==> src/rtl/ila_capture_ctrl.sv <==
// ila_capture_ctrl: ILA capture sequencer (pre-trigger fill, trigger qualify, post-trigger count).
// Optional trigger holdoff counter enabled by defining ILA_TRIG_HOLDOFF_EN.
module ila_capture_ctrl #(
  parameter int BUFFER_W  = 10,
  parameter int TRIGGER_W = 4
) (
  input  logic                 clk,
  input  logic                 rst,
  input  logic                 arm,
  input  logic                 abort,
  input  logic                 force_trig,
  input  logic                 sample_en,
  input  logic [TRIGGER_W-1:0] trigger,
  input  logic [TRIGGER_W-1:0] trigger_mask,
  input  logic [TRIGGER_W-1:0] trigger_negate,
  input  logic [TRIGGER_W-1:0] trigger_type,
  input  logic                 trigger_all,
  input  logic [BUFFER_W-1:0]  pre_depth,
  input  logic [BUFFER_W-1:0]  post_depth,
`ifdef ILA_TRIG_HOLDOFF_EN
  input  logic [7:0]           trig_holdoff,
`endif
  output logic                 buf_wr_en,
  output logic [BUFFER_W-1:0]  buf_wr_addr,
  output logic [BUFFER_W-1:0]  start_addr,
  output logic [BUFFER_W:0]    n_samples,
  output logic                 busy,
  output logic                 done,
  output logic                 cfg_err
);
  typedef enum logic [2:0] {IDLE, PRE, WAIT, POST, DONE} state_t;
  state_t                state;
  logic [BUFFER_W-1:0]   wr_addr, pre_cnt, post_cnt, trig_addr, pre_q, post_q;
  logic [TRIGGER_W-1:0]  mask_q, neg_q, type_q, prev_q, q, e;
  logic                  all_q, force_pend, hit, hit_fire, fire, wr, cfg_bad;
  logic [BUFFER_W+1:0]   total;
  logic [BUFFER_W:0]     n_total;
  assign q = trigger ^ neg_q;
  assign e = (q & ~prev_q & type_q) | (q & ~type_q);
  // AND mode needs a non-empty mask, otherwise an all-disabled vector would fire
  assign hit = all_q ? (&(e | ~mask_q) && |mask_q) : |(e & mask_q);
  assign total = {2'b0, pre_depth} + {2'b0, post_depth} + (BUFFER_W+2)'(1);
  assign cfg_bad = total > (BUFFER_W+2)'(2**BUFFER_W);
  assign n_total = {1'b0, pre_q} + {1'b0, post_q} + (BUFFER_W+1)'(1);
  assign wr = sample_en & busy;
  assign buf_wr_en = wr;
  assign buf_wr_addr = wr_addr;
`ifdef ILA_TRIG_HOLDOFF_EN
  logic [7:0] hold_q, hit_cnt;
  assign hit_fire = hit && hit_cnt == hold_q;
`else
  assign hit_fire = hit;
`endif
  assign fire = state == WAIT && sample_en && (hit_fire || force_trig || force_pend);
  always_ff @(posedge clk) begin
    if (!rst) begin
      state <= IDLE;
      wr_addr <= '0;
      pre_cnt <= '0;
      post_cnt <= '0;
      trig_addr <= '0;
      prev_q <= '0;
      pre_q <= '0;
      post_q <= '0;
      mask_q <= '0;
      neg_q <= '0;
      type_q <= '0;
      all_q <= 1'b0;
      force_pend <= 1'b0;
      busy <= 1'b0;
      done <= 1'b0;
      cfg_err <= 1'b0;
      start_addr <= '0;
      n_samples <= '0;
`ifdef ILA_TRIG_HOLDOFF_EN
      hold_q <= '0;
      hit_cnt <= '0;
`endif
    end else begin
      if (sample_en) prev_q <= q;
      if (abort) begin
        state <= IDLE;
        busy <= 1'b0;
        done <= 1'b0;
        cfg_err <= 1'b0;
        force_pend <= 1'b0;
        start_addr <= '0;
        n_samples <= '0;
      end else begin
        cfg_err <= 1'b0;
        if (wr) wr_addr <= wr_addr + 1'b1;
        case (state)
          IDLE, DONE: if (arm) begin
            if (cfg_bad) cfg_err <= 1'b1;
            else begin
              pre_q <= pre_depth;
              post_q <= post_depth;
              mask_q <= trigger_mask;
              neg_q <= trigger_negate;
              type_q <= trigger_type;
              all_q <= trigger_all;
              wr_addr <= '0;
              pre_cnt <= '0;
              post_cnt <= '0;
              trig_addr <= '0;
              force_pend <= 1'b0;
              start_addr <= '0;
              n_samples <= '0;
              done <= 1'b0;
              busy <= 1'b1;
              state <= pre_depth == '0 ? WAIT : PRE;
`ifdef ILA_TRIG_HOLDOFF_EN
              hold_q <= trig_holdoff;
              hit_cnt <= '0;
`endif
            end
          end
          PRE: if (wr) begin
            pre_cnt <= pre_cnt + 1'b1;
            if (pre_cnt + 1'b1 == pre_q) state <= WAIT;
          end
          WAIT: if (fire) begin
            trig_addr <= wr_addr;
            force_pend <= 1'b0;
            if (post_q == '0) begin
              state <= DONE;
              busy <= 1'b0;
              done <= 1'b1;
              start_addr <= wr_addr - pre_q;
              n_samples <= n_total;
            end else state <= POST;
          end else begin
            if (force_trig) force_pend <= 1'b1;
`ifdef ILA_TRIG_HOLDOFF_EN
            if (sample_en && hit) hit_cnt <= hit_cnt + 1'b1;
`endif
          end
          POST: if (wr) begin
            post_cnt <= post_cnt + 1'b1;
            if (post_cnt + 1'b1 == post_q) begin
              state <= DONE;
              busy <= 1'b0;
              done <= 1'b1;
              start_addr <= trig_addr - pre_q;
              n_samples <= n_total;
            end
          end
          default: state <= IDLE;
        endcase
      end
    end
  end
endmodule
==> config.mk <==
export PLATFORM = sky130hd
export DESIGN_NAME = ila_capture_ctrl
export DESIGN_NICKNAME = d
export VERILOG_FILES = /design/src/rtl/ila_capture_ctrl.sv
export SDC_FILE = /design/constraint.sdc
export NUM_CORES = 1
export LEC_CHECK = 0
export ABC_AREA = 1
export CORE_ASPECT_RATIO = 1.25
export CORE_MARGIN = 4
export CORE_UTILIZATION = 40
export CTS_BUF_LIST = sky130_fd_sc_hd__clkbuf_16
export DETAILED_ROUTE_END_ITERATION = 7
export REMOVE_ABC_BUFFERS = 1
export SYNTH_ARGS = -nofsm -noshare
export SYNTH_HDL_FRONTEND = slang
export SYNTH_SLANG_ARGS = --single-unit
==> constraint.sdc <==
create_clock -name clk -period 2.7 [get_ports clk]
set_input_delay 0.675 -clock clk [delete_from_list [all_inputs] [get_ports clk]]
set_output_delay 0.675 -clock clk [all_outputs]
set_load 0.05 [all_outputs]
==> run metrics <==
Worst Setup Slack, final -17.4 ps; outcome finished, violations left; syn avg cell area around 6 um^2; antenna violations before repair 0; Setup CP Type input pin to register; Placeable Area roughly 0.018 mm^2; Post-synth top flop dfxtp_1; die span in y between 150 and 200 um; # diodes 0; WL/cell 15.1 um; crit path from pre_depth[4]; Final Hold Vio Count 0; Area Overhead vs Synth 40.5%; Reg-to-Reg Start state[2]; Reg clk slew, reported paths approximately 80 ps; Tot GR Track Use ~22%; Seq/Total Area, Yosys a little under 30%; relative slew slack roughly 53%; initial DRC count ~470; Rows 54; pwr dens ~480 mW/mm^2; first drt pass iteration count 5; Nets roughly 1400; final setup vio count 13; CP arrival about 3000 ps; area leader, netlist dfxtp_1; kind of cell adding the most delay to the critical path buffers and inverters; DIE WIDTH around 130 um; Area contributors post-synth dfxtp_1 29%, nand2_1 18%, nor2_1 9.7%; GRT overflow 0; vias in the first global route just over 7000; cells along the critical path dlygate4sd2_1 > ha_4 > nand2_1 > nor2_1 > nand3_1 > nand2_1 > xor2_1 > nor2_1 > nand2_2 > buf_6 > nand3_4 > buf_12 > buf_8 > nand2_8 > clkbuf_16 > nand2_1 > a21oi_1; Multi-input gate area between 0.004 and 0.005 mm^2; Max Freq roughly 370 MHz; hold_buf cts 0; Hold WC Path Type register to register; Mapped Cells ~1200; final instance area 0.0102 mm^2; H-tree Lvls 3; Final Slew Violations 0; Final Skew between 15 and 20 ps; DRC viols 0; CP dominant cell by count nand2_1; hold path startpoint start_addr[4]; buffer and inverter count on the worst path 5; worst slew pin tran slightly above 700 ps; maximum vdd drop between 0.2 and 0.3 mV; CTS tree yes; TritonCTS Buffers 9; unrepaired setup endpoints after global routing true; element type at the critical path end register; required time of the critical path roughly 3000 ps; Post-synth EDFFs 0; failing checks negative setup slack; DP Wirelength about 16000 um; Root Buffer clkbuf_16; top-area cell type share of the netlist area 28.9%; placed instance area approximately 0.0087 mm^2; Total Wirelength roughly 24000 um; CP Max Fanout 5; PortBufs 77; final period utilization 101%; routability congestion estimate between 0.8 and 0.9; Worst setup SP type input pin; Initial Util 41.2%; Synth Warn # 0; Post-DRT Antenna Nets 0; IO Pins between 70 and 80; Unique masters post-synth between 40 and 50; most common cell after layout, fill and taps aside nand2_1; clk sinks 105; register bit total from synthesis around 110; share of layout cells above drive strength 1 21.4%; max_cap viols 0; commonest non-fill, non-tap cells in the layout 297 x nand2_1, 177 x nor2_1, 129 x inv_1; storage element area between 0.002 and 0.0025 mm^2; Via Count 7927; Critical Path Max Stage Delay 300 ps; Filler cells 1730; leak pwr around 0.0047 uW; Final Critical Period about 2700 ps; Mapped Area 0.00728 mm^2; asr flop ratio synth 0%; first-pass GRT wire length between 30000 and 40000 um; Critical-path top delay cell ha_4; Vias/cell 5.06; die area around 0.020 mm^2; Clock Latency Late Sink approximately 370 ps; Tot Pwr 4940 uW; CTS max path bufs 2; pin count of the biggest net entering global routing 62
[repair_timing]
action                                  in CTS  in global routing
gates resized for setup                    110                116
setup buffers                               17                  4
pin swaps                                   44                 40
hold endpoints to repair                     0                  0
gates cloned                                13                  4
endpoints found under the setup margin     101                100
[synthesized netlist by cell type, drive strengths merged, types with 8 or more instances]
cell type / instances
a21oi: 82
buf: 22
clkbuf: 17
dfxtp: 105
ha: 32
inv: 147
nand2: 353
nand3: 85
nand4: 39
nor2: 198
nor3: 8
o21ai: 34
xnor2: 8
xor2: 14
[layer usage]
metal | global-route usage (%) | part of all wire, % | vias to the layer above
li1 | - | - | 4080
met1 | 27.4 | 44 | 3649
met2 | 37.9 | 50 | 155
met3 | 2.89 | 3.7 | 43
met4 | 7.21 | 3.0 | 0
met5 | 0 | 0 | -
[final timing paths]
kind	to	slack, ps	cells past startpoint
max	n_samples[0]	-20	17
min	start_addr[4]	460	2
max reg2reg	start_addr[7]	150	14
min reg2reg	start_addr[4]	460	2
[logic make-up after synthesis]
kind of cell | synth area share [%]
simple gates | 41.0
fa+ha+maj | 6.32
flops | 28.9
buf+inv | 10.9
xor+xnor | 2.65
compound gates | 10.3
[worst min-delay path, cell delays in order, from the launching register on]
cell and delay (ps):
dfxtp_1 310, nand2_1 60, a21oi_1 50
[sequential cells by signal (all words and copies together) (netlist names)]
| register | flops |
|---|---|
| cfg_err | 1 |
| post_q | 10 |
| force_pend | 1 |
| state | 3 |
| trig_addr | 10 |
| type_q | 4 |
| n_samples | 11 |
| prev_q | 4 |
| pre_cnt | 10 |
| start_addr | 10 |
| mask_q | 4 |
| busy | 1 |
| post_cnt | 10 |
| neg_q | 4 |
| all_q | 1 |
| buf_wr_addr | 10 |
| pre_q | 10 |
| done | 1 |
[metrics by stage]
step / std cells / TNS [ps] / setup WS [ps] / utilization, % / hold slack [ps]
floorplan: 1141 / -45070 / -555 / - / 441
global placement: 1515 / -68210 / -740 / 49.4 / 447
detailed placement: 1515 / -75420 / -828 / 49.4 / 451
CTS: 1561 / -1910 / -101 / 55.4 / 465
global route: 1566 / -6860 / -140 / 57.8 / 475
finish: 1566 / -89.4 / -17.4 / 57.8 / 464
[layout make-up]
type | instances | share of cell area, %
clock buffers | 9 | 2.20
clock inverters | 7 | 0.685
inverters | 149 | 5.59
multi-input cells | 887 | 48.5
flip-flops and latches | 105 | 20.6
well taps | 224 | 2.74
repair buffers | 184 | 19.7
repair inverters | 1 | 0.0611
[power breakdown]
part           switching (uW)  internal [uW]  total (uW)
sequential               94.1           1640        1740
combinational            1020            835        1850
clock                     696            654        1350
total                    1810           3130        4940
Power figures use the tool's default switching activity.
